`src/rtl/hazard_unit_if.sv`:
```
// D-stage hazard query bundle: decoded D-stage operand/result fields in, stall/forward controls out.
interface hazard_unit_if #(
  parameter int REG_AW = 5,
  parameter int TW     = 2,
  parameter int CNT_W  = 32
);
  logic [REG_AW-1:0] d_rs;
  logic [REG_AW-1:0] d_rt;
  logic [TW-1:0]     d_tuse_rs;
  logic [TW-1:0]     d_tuse_rt;
  logic [REG_AW-1:0] d_dst;
  logic              d_we;
  logic [TW-1:0]     d_tnew;
  logic              d_md_start;
  logic              d_md_div;
  logic              d_md_use;
  logic              stall;
  logic [1:0]        fwd_d_rs;
  logic [1:0]        fwd_d_rt;
  logic [1:0]        fwd_e_rs;
  logic [1:0]        fwd_e_rt;
  logic              fwd_m_rt;
  logic              md_busy;
  logic [CNT_W-1:0]  stall_cnt;

  modport master (
    output d_rs, d_rt, d_tuse_rs, d_tuse_rt, d_dst, d_we, d_tnew,
           d_md_start, d_md_div, d_md_use,
    input  stall, fwd_d_rs, fwd_d_rt, fwd_e_rs, fwd_e_rt, fwd_m_rt,
           md_busy, stall_cnt
  );

  modport slave (
    input  d_rs, d_rt, d_tuse_rs, d_tuse_rt, d_dst, d_we, d_tnew,
           d_md_start, d_md_div, d_md_use,
    output stall, fwd_d_rs, fwd_d_rt, fwd_e_rs, fwd_e_rt, fwd_m_rt,
           md_busy, stall_cnt
  );
endinterface

```
`src/rtl/hazard_unit.sv`:
```
// Tuse/Tnew hazard unit for a 5-stage pipeline with a multi-cycle mult/div unit.
// Define HAZARD_PERF_EN to build the saturating stall-cycle counter; otherwise stall_cnt is tied to 0.
module hazard_unit #(
  parameter int REG_AW   = 5,
  parameter int TW       = 2,
  parameter int MULT_CYC = 5,
  parameter int DIV_CYC  = 10,
  parameter int CNT_W    = 32
) (
  input  logic         clk,
  input  logic         reset_n,
  hazard_unit_if.slave hz
);

  typedef struct packed {
    logic              we;
    logic [REG_AW-1:0] dst;
    logic [TW-1:0]     tnew;
    logic [REG_AW-1:0] rs;
    logic [REG_AW-1:0] rt;
  } slot_t;

  localparam int MD_MAX = (MULT_CYC > DIV_CYC) ? MULT_CYC : DIV_CYC;
  localparam int MD_W   = $clog2(MD_MAX + 1);

  function automatic logic [TW-1:0] dec_sat(input logic [TW-1:0] t);
    return (t == '0) ? '0 : t - 1'b1;
  endfunction

  slot_t            e_reg, m_reg, w_reg;
  slot_t            e_next, m_next, w_next;
  logic             e_md_start_reg, e_md_div_reg;
  logic             e_md_start_next, e_md_div_next;
  logic [MD_W-1:0]  md_cnt_reg;
  logic             md_busy;
  logic             md_stall;
  logic             stall;

  logic [1:0][REG_AW-1:0] d_src;
  logic [1:0][REG_AW-1:0] e_src;
  logic [1:0][TW-1:0]     d_tuse;
  logic [1:0][1:0]        fwd_d;
  logic [1:0][1:0]        fwd_e;
  logic [1:0]             op_haz;

  assign d_src  = {hz.d_rt, hz.d_rs};
  assign e_src  = {e_reg.rt, e_reg.rs};
  assign d_tuse = {hz.d_tuse_rt, hz.d_tuse_rs};

  // Index 0 is rs, index 1 is rt; a zero source never hits because slot we is cleared for $0.
  genvar gi;
  for (gi = 0; gi < 2; gi++) begin : g_src
    logic e_hit, m_hit, w_hit, me_hit, we_hit;
    assign e_hit  = (d_src[gi] != '0) && e_reg.we && (e_reg.dst == d_src[gi]);
    assign m_hit  = (d_src[gi] != '0) && m_reg.we && (m_reg.dst == d_src[gi]);
    assign w_hit  = (d_src[gi] != '0) && w_reg.we && (w_reg.dst == d_src[gi]);
    assign me_hit = (e_src[gi] != '0) && m_reg.we && (m_reg.dst == e_src[gi]);
    assign we_hit = (e_src[gi] != '0) && w_reg.we && (w_reg.dst == e_src[gi]);

    assign op_haz[gi] = (e_hit && (e_reg.tnew > d_tuse[gi])) ||
                        (m_hit && (m_reg.tnew > d_tuse[gi]));

    // Only the youngest producer may forward; if it is not ready, fall back to the regfile value.
    assign fwd_d[gi] = e_hit ? ((e_reg.tnew == '0) ? 2'b01 : 2'b00) :
                       m_hit ? ((m_reg.tnew == '0) ? 2'b10 : 2'b00) :
                       w_hit ? ((w_reg.tnew == '0) ? 2'b11 : 2'b00) : 2'b00;

    assign fwd_e[gi] = me_hit ? ((m_reg.tnew == '0) ? 2'b10 : 2'b00) :
                       (we_hit && (w_reg.tnew == '0)) ? 2'b11 : 2'b00;
  end

  assign md_busy  = (md_cnt_reg != '0);
  // A mult/div sitting in E has not loaded the counter yet, so it blocks HI/LO users too.
  assign md_stall = (hz.d_md_start || hz.d_md_use) && (md_busy || e_md_start_reg);
  assign stall    = (|op_haz) || md_stall;

  always_comb begin
    e_next          = '0;
    e_md_start_next = 1'b0;
    e_md_div_next   = 1'b0;
    if (!stall) begin
      e_next.we       = hz.d_we && (hz.d_dst != '0);
      e_next.dst      = hz.d_dst;
      e_next.tnew     = hz.d_tnew;
      e_next.rs       = hz.d_rs;
      e_next.rt       = hz.d_rt;
      e_md_start_next = hz.d_md_start;
      e_md_div_next   = hz.d_md_div;
    end
    m_next      = e_reg;
    m_next.tnew = dec_sat(e_reg.tnew);
    w_next      = m_reg;
    w_next.tnew = dec_sat(m_reg.tnew);
  end

  always_ff @(posedge clk or negedge reset_n) begin
    if (!reset_n) begin
      e_reg          <= '0;
      m_reg          <= '0;
      w_reg          <= '0;
      e_md_start_reg <= 1'b0;
      e_md_div_reg   <= 1'b0;
      md_cnt_reg     <= '0;
    end else begin
      e_reg          <= e_next;
      m_reg          <= m_next;
      w_reg          <= w_next;
      e_md_start_reg <= e_md_start_next;
      e_md_div_reg   <= e_md_div_next;
      if (e_md_start_reg) begin
        md_cnt_reg <= e_md_div_reg ? MD_W'(DIV_CYC) : MD_W'(MULT_CYC);
      end else if (md_busy) begin
        md_cnt_reg <= md_cnt_reg - 1'b1;
      end
    end
  end

`ifdef HAZARD_PERF_EN
  logic [CNT_W-1:0] stall_cnt_reg;

  always_ff @(posedge clk or negedge reset_n) begin
    if (!reset_n) begin
      stall_cnt_reg <= '0;
    end else if (stall && (stall_cnt_reg != {CNT_W{1'b1}})) begin
      stall_cnt_reg <= stall_cnt_reg + 1'b1;
    end
  end

  assign hz.stall_cnt = stall_cnt_reg;
`else
  assign hz.stall_cnt = {CNT_W{1'b0}};
`endif

  // W keeps its source fields only for slot symmetry; nothing downstream reads them.
  logic w_unused;
  assign w_unused = ^{w_reg.rs, w_reg.rt};

  assign hz.stall    = stall;
  assign hz.fwd_d_rs = fwd_d[0];
  assign hz.fwd_d_rt = fwd_d[1];
  assign hz.fwd_e_rs = fwd_e[0];
  assign hz.fwd_e_rt = fwd_e[1];
  assign hz.fwd_m_rt = w_reg.we && (w_reg.dst == m_reg.rt);
  assign hz.md_busy  = md_busy;

endmodule

```
`src/flat_wrapper.sv`:
```
// flat-port wrapper written by rule: the top's interface ports become plain ports
module hazard_unit_flat 
#(
  parameter int REG_AW   = 5,
  parameter int TW       = 2,
  parameter int MULT_CYC = 5,
  parameter int DIV_CYC  = 10,
  parameter int CNT_W    = 32
)
  (clk, reset_n, hz_d_rs, hz_d_rt, hz_d_tuse_rs, hz_d_tuse_rt, hz_d_dst, hz_d_we, hz_d_tnew, hz_d_md_start, hz_d_md_div, hz_d_md_use, hz_stall, hz_fwd_d_rs, hz_fwd_d_rt, hz_fwd_e_rs, hz_fwd_e_rt, hz_fwd_m_rt, hz_md_busy, hz_stall_cnt);
  hazard_unit_if #(.REG_AW(REG_AW), .TW(TW), .CNT_W(CNT_W)) hz_i ();
  input  logic clk;
  input  logic reset_n;
  input wire logic [$bits(hz_i.d_rs)-1:0] hz_d_rs;
  input wire logic [$bits(hz_i.d_rt)-1:0] hz_d_rt;
  input wire logic [$bits(hz_i.d_tuse_rs)-1:0] hz_d_tuse_rs;
  input wire logic [$bits(hz_i.d_tuse_rt)-1:0] hz_d_tuse_rt;
  input wire logic [$bits(hz_i.d_dst)-1:0] hz_d_dst;
  input wire logic [$bits(hz_i.d_we)-1:0] hz_d_we;
  input wire logic [$bits(hz_i.d_tnew)-1:0] hz_d_tnew;
  input wire logic [$bits(hz_i.d_md_start)-1:0] hz_d_md_start;
  input wire logic [$bits(hz_i.d_md_div)-1:0] hz_d_md_div;
  input wire logic [$bits(hz_i.d_md_use)-1:0] hz_d_md_use;
  output wire logic [$bits(hz_i.stall)-1:0] hz_stall;
  output wire logic [$bits(hz_i.fwd_d_rs)-1:0] hz_fwd_d_rs;
  output wire logic [$bits(hz_i.fwd_d_rt)-1:0] hz_fwd_d_rt;
  output wire logic [$bits(hz_i.fwd_e_rs)-1:0] hz_fwd_e_rs;
  output wire logic [$bits(hz_i.fwd_e_rt)-1:0] hz_fwd_e_rt;
  output wire logic [$bits(hz_i.fwd_m_rt)-1:0] hz_fwd_m_rt;
  output wire logic [$bits(hz_i.md_busy)-1:0] hz_md_busy;
  output wire logic [$bits(hz_i.stall_cnt)-1:0] hz_stall_cnt;
  assign hz_i.d_rs = hz_d_rs;
  assign hz_i.d_rt = hz_d_rt;
  assign hz_i.d_tuse_rs = hz_d_tuse_rs;
  assign hz_i.d_tuse_rt = hz_d_tuse_rt;
  assign hz_i.d_dst = hz_d_dst;
  assign hz_i.d_we = hz_d_we;
  assign hz_i.d_tnew = hz_d_tnew;
  assign hz_i.d_md_start = hz_d_md_start;
  assign hz_i.d_md_div = hz_d_md_div;
  assign hz_i.d_md_use = hz_d_md_use;
  assign hz_stall = hz_i.stall;
  assign hz_fwd_d_rs = hz_i.fwd_d_rs;
  assign hz_fwd_d_rt = hz_i.fwd_d_rt;
  assign hz_fwd_e_rs = hz_i.fwd_e_rs;
  assign hz_fwd_e_rt = hz_i.fwd_e_rt;
  assign hz_fwd_m_rt = hz_i.fwd_m_rt;
  assign hz_md_busy = hz_i.md_busy;
  assign hz_stall_cnt = hz_i.stall_cnt;
  hazard_unit #(.REG_AW(REG_AW), .TW(TW), .MULT_CYC(MULT_CYC), .DIV_CYC(DIV_CYC), .CNT_W(CNT_W)) u_core (.clk(clk), .reset_n(reset_n), .hz(hz_i));
endmodule
```
`config.mk`:
```
export PLATFORM = sky130hd
export DESIGN_NAME = hazard_unit_flat
export DESIGN_NICKNAME = d
export VERILOG_FILES = /design/src/rtl/hazard_unit_if.sv /design/src/rtl/hazard_unit.sv /design/src/flat_wrapper.sv
export SDC_FILE = /design/constraint.sdc
export NUM_CORES = 1
export LEC_CHECK = 0
export ABC_AREA = 1
export ABC_CLOCK_PERIOD_IN_PS = 4500
export BUFFER_PORTS_ARGS = -buffer_cell sky130_fd_sc_hd__buf_2
export CAP_MARGIN = 20
export CORE_MARGIN = 1
export CORE_UTILIZATION = 50
export CTS_CLUSTER_SIZE = 20
export DETAILED_ROUTE_END_ITERATION = 12
export GPL_ROUTABILITY_DRIVEN = 1
export GPL_TIMING_DRIVEN = 0
export PLACE_DENSITY_LB_ADDON = 0.25
export REMOVE_ABC_BUFFERS = 1
export SLEW_MARGIN = 20
export SYNTH_ARGS = -nofsm -noshare
export SYNTH_HDL_FRONTEND = slang
export SYNTH_SLANG_ARGS = --single-unit
export TNS_END_PERCENT = 30
```
`constraint.sdc`:
```
create_clock -name clk -period 4.5 [get_ports clk]
set_input_delay 0.45 -clock clk [delete_from_list [all_inputs] [get_ports clk]]
set_output_delay 0.45 -clock clk [all_outputs]
set_load 0.005 [all_outputs]
```
## Yosys cells after proc, flatten, opt, wreduce, memory -nomap -nowiden

Cells that the tools add are included.

| operators by class | value |
|---|---|
| $add $sub $neg | 3 |
| $lt $le $gt $ge | 4 |
| equality and inequality tests | 11 |
| muxes and demuxes | 21 |
| reduce and logical (&&, ||, !) cells | 45 |

Operators by type and width:

| cell | number |
|---|---|
| 5-bit == test | 11 |
| 1-bit logical AND | 29 |
| 2-bit two-way mux | 14 |
| 5-bit nonzero test | 5 |
| 18-bit two-way mux | 1 |
| 4-bit two-way mux | 3 |
| 2-bit greater-than comparator | 4 |
| 2-bit zero test | 3 |
| 1-bit logical OR | 5 |
| 4-bit nonzero test | 1 |
| 2-bit by 1-bit subtractor with 2-bit output (second input constant) | 2 |
| 4-bit by 1-bit subtractor with 4-bit output (second input constant) | 1 |
| 1-bit two-way mux | 3 |
| 2-bit nonzero test | 1 |
| 2-bit OR reduction | 1 |

| storage, ports and cells | value |
|---|---|
| register bits | 45 |
| input port bits | 27 |
| output and inout bits | 43 |
| logic and storage cells | 99 |

## Logic depth before layout (Yosys ltp)

Gate-level depths: netlist of run 1.

| logic depth | value |
|---|---|
| depth after elaboration | 8 |
| mapped depth | 10 |
| mapped depth without buffers | 9 |

## Worst setup path before layout of run 1

No wires, ideal clock.

| path | value |
|---|---|
| path kind | input to output |
| start point | in hz_d_tuse_rt[1] |
| end point | out hz_stall |
| arrival | 1384 ps |
| data required time | 4050 ps |
| path slack | 2666 ps |
| stages | 7 |
| cells stage by stage | inv_1 > ha_1 > a21oi_1 > a21oi_1 > nand3_2 > nand3_4 > or2_1 |

| between the ends | value |
|---|---|
| word-level cells in the longest chain between the ends | 5 |
| elaborated cells between the ends (all ways) | 7 |

RTL lines:

| what | RTL line | text |
|---|---|---|
| start, declared | flat_wrapper.sv:17 | `input wire logic [$bits(hz_i.d_tuse_rt)-1:0] hz_d_tuse_rt;` |
| 2-bit greater-than comparator, on equally long branches | hazard_unit.sv:60, hazard_unit.sv:61 |  |
| 1-bit logical AND, on equally long branches | hazard_unit.sv:60, hazard_unit.sv:61 |  |
| 1-bit logical OR (*) | hazard_unit.sv:60 | `assign op_haz[gi] = (e_hit && (e_reg.tnew > d_tuse[gi])) \|\|` |
| 2-bit OR reduction (*) | hazard_unit.sv:75 | `assign stall = (\|op_haz) \|\| md_stall;` |
| 1-bit logical OR (*) | hazard_unit.sv:75 |  |
| end, declared | flat_wrapper.sv:24 | `output wire logic [$bits(hz_i.stall)-1:0] hz_stall;` |

Every way passes the cells marked *; elsewhere a longest branch is shown, timed or not.

## Worst setup path after layout of run 1

| path | value |
|---|---|
| start point | reg u_core.md_cnt_reg[0] |
| end point | out hz_stall |

| between the ends | value |
|---|---|
| word-level cells in the longest chain between the ends | 4 |

RTL lines:

| what | RTL line | text |
|---|---|---|
| start, declared | hazard_unit.sv:34 | `logic [MD_W-1:0] md_cnt_reg;` |
| start signal, assigned | hazard_unit.sv:111 | `md_cnt_reg <= e_md_div_reg ? MD_W'(DIV_CYC) : MD_W'(MULT_CYC);` |
| start signal, assigned | hazard_unit.sv:113 | `md_cnt_reg <= md_cnt_reg - 1'b1;` |
| 4-bit nonzero test | hazard_unit.sv:72 | `assign md_busy = (md_cnt_reg != '0);` |
| 1-bit logical OR | hazard_unit.sv:74 | `assign md_stall = (hz.d_md_start \|\| hz.d_md_use) && (md_busy \|\| e_md_start_reg);` |
| 1-bit logical AND | hazard_unit.sv:74 |  |
| 1-bit logical OR | hazard_unit.sv:75 |  |

Every way passes these cells.

==> results of run 1 <==
## how the worst max path moves through the flow
stage,slack [ps],end,startpoint
2_1_floorplan,2440,hz_stall,hz_d_tuse_rt[1]
3_3_place_gp,2090,hz_stall,hz_d_tuse_rt[1]
3_5_place_dp,2080,hz_stall,hz_d_tuse_rs[1]
4_1_cts,1770,hz_stall,u_core.md_cnt_reg[0]
5_1_grt,1600,hz_stall,u_core.md_cnt_reg[0]
6_report,1800,hz_stall,u_core.md_cnt_reg[0]
## layout make-up
class / count / area (um2) / share of cell area (%)
clock buffers: 5 / 68.82 / 2.049
multi-input cells: 276 / 1587 / 47.24
clock inverters: 3 / 46.29 / 1.379
flip-flops and latches: 45 / 1126 / 33.53
inverters: 67 / 251.5 / 7.489
well taps: 75 / 93.84 / 2.794
repair buffers: 37 / 185.2 / 5.514
## power by group through the flow
stage	registers [W]	clock network [W]	logic, W
finish	0.000546	0.000310	0.000406
global route	0.000554	0.000333	0.000464
CTS	0.000543	0.000316	0.000407
detailed placement	0.000551	0	0.000404
global placement	0.000549	0	0.000392
floorplan	0.000528	0	0.000306
## cell usage in the layout, fill, tap and decap left out, types with 7 or more instances in the layout
cell type  instances
nand2_1           84
inv_1             47
dfrtp_1           45
buf_2             37
conb_1            32
nor2_1            23
nor3_2            20
inv_2             18
a21oi_1           17
o22ai_1           13
nand3_1           12
ha_1              10
o21ai_0            8
nand3_2            7
xnor2_1            7
nor2_2             7
## through the flow
step                power [W]  util [%]  hold WS (ps)  setup slack (ps)  area, um2
global route         0.001351     56.06         352.9              1602       3358
detailed placement  0.0009548     54.14         359.1              2083       3243
finish               0.001262     56.06         293.1              1801       3358
global placement    0.0009415     54.14         360.6              2091       3243
floorplan           0.0008341         -         154.4              2441       2964
CTS                  0.001266     56.06         325.5              1775       3358
## critical path: stages, from the launching register on
cell	delay (ps)
dfrtp_1	370
inv_1	130
ha_1	210
nand3_2	90
nor2_2	130
inv_1	60
o21ai_1	140
nand3_4	350
or2_1	330
buf_2	120
## layer usage
metal	up-vias	track usage, %	wire length, um	share of wire, %
met2	134	36.17	3121	46
met5	-	0	0	0
met1	1187	30.28	2980	44
met3	18	3.778	480	7.1
li1	1274	-	-	-
met4	0	10.71	185	2.7
## logic make-up (layout without fill, tap and decap cells)
| family | Yosys count | in the layout | synth area share, % |
|---|---|---|---|
| buffers and inverters | 104 | 112 | 17.72 |
| AO/OA/AOI/OAI | 46 | 46 | 8.406 |
| flip-flops | 45 | 45 | 35.69 |
| AND/OR/NAND/NOR | 177 | 177 | 31.05 |
| adder cells (fa/ha/maj) | 10 | 10 | 3.965 |
| other | 1 | 32 | 0.1188 |
| XOR/XNOR | 11 | 11 | 3.053 |
==> key figures, run 1 <==
Run status
  – Status: complete, no violations

Floorplanning
  – IO Pins: 70
  – Core footprint: 5991 um2
  – Starting density of the core: 52.67%
  – Num rows: 28
  – Die area: 6632 um2
  – Chip width: 81.44 um
  – Die extent in y: 81.44 um

Pwr
  – Sequential share of power: 43.2%
  – Int Pwr: 0.0007931 W
  – PD cells: 375.7 nW/um2
  – Power share of the combinational group: 32.2%
  – Clk pwr share: 24.5%
  – Peak VDD IR: 0.2429 mV
  – Leakage power: 1.726 nW
  – Sw Ratio: 37.14%
  – Sw power: 0.0004685 W

Synthesis
  – Mapped Cells: 394
  – Yosys cell types: 39
  – Async S/R FF share, synth: 100.0%
  – Register area share after synthesis: 35.69%
  – Post-synthesis cell area: 3156 um2
  – Share of the synthesized area in the top cell type: 35.69%
  – Synth Flop Type: dfrtp_1
  – Register bit total from synthesis: 45
  – Post-synth top cells: 84 x nand2_1, 47 x inv_1, 45 x dfrtp_1, 32 x buf_4, 23 x nor2_1
  – Avg Inst Size Synth: 8.009 um2
  – Post-synth EDFFs: 0
  – Ranking of synthesized cells by area: dfrtp_1 36%, nand2_1 10%, buf_4 7.6%
  – Cell taking the most area after synthesis: dfrtp_1
  – Warnings, synthesis: 0
  – Most common cell in the synthesized netlist: nand2_1

STA
  – Fmax: 370.5 MHz
  – RSZ-0062 raised after global routing: no
  – Worst slew pin tran: 970.7 ps
  – Final worst path period need: 2699 ps
  – Final setup viols: 0
  – Clock Skew: 4.409 ps
  – Final worst-path cycle share: 59.98%
  – Hold Vio Cnt, Final: 0
  – Final setup TNS: 0 ps
  – Final Max Tran Viols: 0
  – Rel. slew slack: 35.29%

Clock tree
  – Clk slew on worst S/H paths: 80 ps
  – CTS H-tree lvls: 2
  – CTS resizes: 0
  – Root buf cell: clkbuf_8
  – Postcts setup bufs: 0
  – TritonCTS buffer count: 5
  – Hold-fix buffers, CTS: 0
  – Worst-Skew Late Latency: 310 ps
  – CTS sink cnt: 45
  – Max clock buf depth: 2
  – TritonCTS clock tree: yes

GRT
  – Largest net degree at the start of global routing: 46
  – Vias in the first global route: 2349
  – Gr usage total: 22.81%
  – Overflow after GRT: 0
  – Initial antenna violation count: 0
  – First-pass GRT wire length: 11080 um

Final layout
  – Max FFs per register: 18
  – Nets: 469
  – Ratio of cells with drive above 1 in the final layout: 24.48%
  – Non-filler instance count after layout: 508
  – Fillers: 551
  – ANT cells: 0
  – Area grow syn2layout: 6.423%

Critical path
  – CP required: 4050 ps
  – Critical path type: flop to output pin
  – CP Max Fanout: 21
  – Setup slack, reg-to-reg: 2680 ps
  – Worst reg2reg endpoint: u_core.e_reg[7]
  – Reg2reg start: u_core.md_cnt_reg[0]
  – Kind of end point of the critical path: output pin
  – CP arrival: 2250 ps
  – CP startpoint kind: flop
  – Reg2Reg Depth: 8

Detailed routing
  – Starting DRT DRC Count: 187
  – WL per Instance: 13.32 um
  – 1st-pass router iterations: 5
  – Number of routed nets with antenna violations: 0
  – Routed vias: 2613
  – DRC viols: 0
  – Via-per-instance ratio: 5.144
  – WL final: 6768 um

Min path
  – Worst Hold Class: input port to async pin

Placed design
  – GP Congestion: 0.9291
  – Final HPWL DP: 5225 um
  – Port bufs: 37
  – Cells after DPL: 500

Job
  – MaxCap Viol Count: 0
Note: power is estimated with default switching activity, not from simulation.
==> run 2, diff against run 1 <==
--- a/config.mk
+++ b/config.mk
@@ -6,7 +6,7 @@
 export NUM_CORES = 1
 export LEC_CHECK = 0
 export ABC_AREA = 1
-export ABC_CLOCK_PERIOD_IN_PS = 4500
+export ABC_CLOCK_PERIOD_IN_PS = 2500
 export BUFFER_PORTS_ARGS = -buffer_cell sky130_fd_sc_hd__buf_2
 export CAP_MARGIN = 20
 export CORE_MARGIN = 1
==> constraint.sdc (replaced) <==
create_clock -name clk -period 2.5 [get_ports clk]
set_input_delay 0.25 -clock clk [delete_from_list [all_inputs] [get_ports clk]]
set_output_delay 0.25 -clock clk [all_outputs]
set_load 0.005 [all_outputs]
==> key figures, run 2 (synthesis gave the netlist of run 1 again) <==
Run status
  – Status: complete, no violations

Detailed routing
  – Routed vias: 2699
  – Number of routed nets with antenna violations: 0
  – 1st-pass router iterations: 5
  – WL final: 7112 um
  – Starting DRT DRC Count: 249
  – WL per Instance: 13.76 um
  – DRC viols: 0
  – Via-per-instance ratio: 5.221

Floorplanning
  – Chip width: 81.44 um
  – Starting density of the core: 52.67%
  – IO Pins: 70
  – Core footprint: 5991 um2
  – Die extent in y: 81.44 um
  – Num rows: 28
  – Die area: 6632 um2

GRT
  – Largest net degree at the start of global routing: 46
  – Vias in the first global route: 2368
  – Overflow after GRT: 0
  – First-pass GRT wire length: 11330 um
  – Initial antenna violation count: 0
  – Gr usage total: 23.50%

STA
  – Fmax: 427.3 MHz
  – Clock Skew: 4.004 ps
  – Hold Vio Cnt, Final: 0
  – Final setup TNS: 0 ps
  – Final worst path period need: 2340 ps
  – Final Max Tran Viols: 0
  – Final worst-path cycle share: 93.61%
  – Rel. slew slack: 35.56%
  – Worst setup margin: 159.8 ps
  – Worst slew pin tran: 966.6 ps
  – RSZ-0062 raised after global routing: no
  – Final setup viols: 0

Clock tree
  – CTS resizes: 0
  – CTS sink cnt: 45
  – Max clock buf depth: 2
  – TritonCTS buffer count: 5
  – Clk slew on worst S/H paths: 90 ps
  – CTS H-tree lvls: 2
  – Worst-Skew Late Latency: 310 ps
  – Root buf cell: clkbuf_8
  – TritonCTS clock tree: yes

Final layout
  – Nets: 478
  – Multi-input logic area: 1597 um2
  – Non-filler instance count after layout: 517
  – Commonest non-fill, non-tap cell in the layout: nand2_1
  – Register area: 1126 um2
  – ANT cells: 0
  – Ratio of cells with drive above 1 in the final layout: 26.02%
  – Fillers: 546
  – Area grow syn2layout: 8.644%
  – Most frequent cells in the layout: 84 x nand2_1, 47 x inv_1, 45 x dfrtp_1, 37 x buf_2, 32 x conb_1
  – Max FFs per register: 18

Placed design
  – Final HPWL DP: 5225 um
  – Cells after DPL: 500
  – Port bufs: 37
  – Place WS: 341.8 ps
  – GP Congestion: 0.9291

Job
  – MaxCap Viol Count: 0

Pwr
  – Leakage power: 1.767 nW
  – Sw Ratio: 37.16%
  – Int Pwr: 0.001467 W
  – PD cells: 680.7 nW/um2
  – Peak VDD IR: 0.4446 mV
  – Sw power: 0.0008672 W
  – Sequential share of power: 42.1%
  – Design Power: 0.002334 W
  – Power share of the combinational group: 33.9%
  – Clk pwr share: 24.0%

Critical path
  – CP arrival: 2090 ps
  – CP required: 2250 ps
  – Critical path type: flop to output pin
  – Kind of end point of the critical path: output pin
  – Reg2reg start: u_core.md_cnt_reg[0]
  – CP Max Fanout: 9
  – CP startpoint kind: flop
  – Setup crit start: u_core.md_cnt_reg[0]

Min path
  – Worst Hold Class: input port to async pin
## run 2: layer usage
layer  wire length, um  vias up  part of all wire [%]  global-route usage [%]
met2              3254      129                    46                   37.08
met5                 0        -                     0                       0
met3               449       26                   6.3                   3.778
met1              3134     1251                    44                   31.27
li1                  -     1293                     -                       -
met4               273        0                   3.8                   11.43
## run 2: path summary, 6_finish.rpt
check,depth (start not counted),endpoint,slack (ps)
max reg2reg,8,u_core.e_reg[2],510
max,9,hz_stall,160
min,1,u_core.md_cnt_reg[3],90
min reg2reg,0,u_core.m_reg[17],380
min in group clk,3,u_core.e_reg[11],160
max in group asynchronous,1,u_core.w_reg[15],1810
## run 2: what timing repair did
action / in CTS / in global routing
endpoints found under the setup margin: 1 / 1
endpoints found under the hold margin: 0 / 0
cloned: 1 / 0
hold buffers: 0 / 0
buffers inserted: 0 / 8
pin swaps: 1 / 1
## run 2: layout make-up
class	count	share of cell area, %
Clock buffer	5	2.007
Inverter	67	7.336
Multi-Input combinational cell	277	46.57
Timing Repair Buffer	45	7.153
Tap cell	75	2.737
Sequential cell	45	32.85
Clock inverter	3	1.350
## run 2: power groups by stage
stage | Combinational (W) | Clock, W | Sequential [W]
after floorplan | 0.000551 | 0 | 0.000950
after global placement | 0.000706 | 0 | 0.000988
after detailed placement | 0.000727 | 0 | 0.000992
after CTS | 0.000739 | 0.000569 | 0.000978
after global routing | 0.000895 | 0.000599 | 0.000998
final | 0.000791 | 0.000561 | 0.000982
## run 2: stage by stage
stage / cell area [um2] / util, % / hold slack (ps)
final: 3428 / 57.23 / 88.41
after detailed placement: 3243 / 54.14 / 359.1
after global placement: 3243 / 54.14 / 360.6
after floorplan: 2964 / - / -45.59
after global routing: 3428 / 57.23 / 152.9
after CTS: 3368 / 56.22 / 125.5
## run 2: critical path, stage by stage, from the launching register on
cell and delay, ps:
dfrtp_1 380, inv_1 130, ha_1 210, nand3_2 90
nor2_2 130, inv_1 60, o21ai_1 230, nand3_4 190
or2_1 240, buf_2 120
==> run 3, diff against run 2 <==
--- a/config.mk
+++ b/config.mk
@@ -15,6 +15,7 @@
 export DETAILED_ROUTE_END_ITERATION = 12
 export GPL_ROUTABILITY_DRIVEN = 1
 export GPL_TIMING_DRIVEN = 0
+export MAX_ROUTING_LAYER = met4
 export PLACE_DENSITY_LB_ADDON = 0.25
 export REMOVE_ABC_BUFFERS = 1
 export SLEW_MARGIN = 20
==> key figures, run 3 (synthesis gave the netlist of run 1 again) <==
Critical path
  – Setup slack, reg-to-reg: 540 ps
  – CP endpoint: hz_stall
  – CP arrival: 2090 ps
  – Kind of end point of the critical path: output pin
  – CP required: 2250 ps
  – Critical path type: flop to output pin
  – CP Max Fanout: 9
  – Worst reg2reg endpoint: u_core.e_reg[13]
  – CP startpoint kind: flop
  – Reg2reg start: u_core.md_cnt_reg[0]
  – Setup crit start: u_core.md_cnt_reg[0]
  – Reg2Reg Depth: 8

GRT
  – Initial antenna violation count: 0
  – Overflow after GRT: 0
  – Vias in the first global route: 2369
  – Largest net degree at the start of global routing: 46
  – First-pass GRT wire length: 11360 um
  – Gr usage total: 24.24%

STA
  – Final setup TNS: 0 ps
  – Clock Skew: 6.724 ps
  – RSZ-0062 raised after global routing: no
  – Worst slew pin tran: 965.5 ps
  – Final worst-path cycle share: 93.59%
  – Final worst path period need: 2340 ps
  – Rel. slew slack: 35.64%
  – Final Max Tran Viols: 0
  – Hold Vio Cnt, Final: 0
  – Fmax: 427.4 MHz
  – Final setup viols: 0

Final layout
  – Nets: 478
  – Ratio of cells with drive above 1 in the final layout: 26.02%
  – Most frequent cells in the layout: 84 x nand2_1, 47 x inv_1, 45 x dfrtp_1, 37 x buf_2, 32 x conb_1
  – Max FFs per register: 18
  – Cell area after layout: 3428 um2
  – Commonest non-fill, non-tap cell in the layout: nand2_1
  – ANT cells: 0
  – Area grow syn2layout: 8.644%

Run status
  – Status: complete, no violations

Min path
  – Worst Hold Class: input port to async pin

Clock tree
  – Worst-Skew Late Latency: 310 ps
  – TritonCTS buffer count: 5
  – CTS sink cnt: 45
  – Root buf cell: clkbuf_8
  – Clk slew on worst S/H paths: 90 ps
  – CTS H-tree lvls: 2
  – Max clock buf depth: 2
  – TritonCTS clock tree: yes

Pwr
  – PD cells: 680.8 nW/um2
  – Leakage power: 1.767 nW
  – Peak VDD IR: 0.4444 mV

Floorplanning
  – Chip width: 81.44 um
  – Core footprint: 5991 um2
  – Num rows: 28
  – IO Pins: 70
  – Die extent in y: 81.44 um
  – Die area: 6632 um2
  – Starting density of the core: 52.67%

Detailed routing
  – 1st-pass router iterations: 5
  – DRC viols: 0
  – Starting DRT DRC Count: 232
  – Number of routed nets with antenna violations: 0
  – Routed vias: 2697
  – Via-per-instance ratio: 5.217
  – WL per Instance: 13.74 um
  – WL final: 7101 um

Placed design
  – DP Area: 3243 um2
  – GP Congestion: 0.9456
  – Port bufs: 37
  – Final HPWL DP: 5225 um

Job
  – MaxCap Viol Count: 0
==> run 3: worst min-delay path by stage <==
stage,start,endpoint,depth (start not counted)
global route,hz_d_tnew[0],u_core.e_reg[10],3
floorplan,reset_n,u_core.e_md_div_reg,0
finish,reset_n,u_core.md_cnt_reg[3],1
global placement,u_core.e_reg[17],u_core.m_reg[17],0
CTS,reset_n,u_core.md_cnt_reg[3],1
detailed placement,u_core.e_reg[17],u_core.m_reg[17],0
==> run 3: timing repair <==
action | CTS | global route
buffers inserted | 0 | 8
gates resized for setup | 0 | 0
hold endpoints to repair | 0 | 0
setup endpoints to repair | 1 | 1
hold buffers | 0 | 0
gates cloned | 1 | 0
pin swaps | 1 | 1
==> run 3: where the power goes <==
group | total [W] | switching (W) | internal (W)
clock network | 0.000561 | 0.000262 | 0.000299
logic | 0.000791 | 0.000473 | 0.000317
registers | 0.000982 | 0.000132 | 0.000850
total | 0.00233 | 0.000867 | 0.00147
==> run 3: final cells by class <==
| type | instances | area (um2) |
|---|---|---|
| fill | 546 | 2562 |
| multi-input combinational | 277 | 1597 |
| sequential | 45 | 1126 |
| inverter | 67 | 251.5 |
| timing repair buffer | 45 | 245.2 |
| tap | 75 | 93.84 |
| clock buffer | 5 | 68.82 |
| clock inverter | 3 | 46.29 |
==> run 3: metal layers <==
layer | vias to the layer above | track usage (%) | share of wire (%)
li1 | 1294 | - | -
met1 | 1258 | 31.13 | 43
met5 | - | - | 0
met4 | 0 | 11.43 | 2.9
met3 | 18 | 3.778 | 6.8
met2 | 127 | 37.42 | 47
==> run 3: through the flow <==
step                worst slack (ps)  utilization [%]  instances  hold WS (ps)  power, W
CTS                            31.19            56.22        509         125.5  0.002286
finish                         160.3            57.23        517         84.96  0.002334
detailed placement             341.8            54.14        500         359.1  0.001719
global route                   16.61            57.23        517         152.9  0.002493
global placement               345.2            54.14        500         360.6  0.001695
floorplan                      646.0                -        388        -45.59  0.001501
==> run 3: worst max-delay path, stage by stage (launching register included) <==
cell,delay [ps]
dfrtp_1,380
inv_1,130
ha_1,210
nand3_2,90
nor2_2,130
inv_1,60
o21ai_1,230
nand3_4,190
or2_1,240
buf_2,120
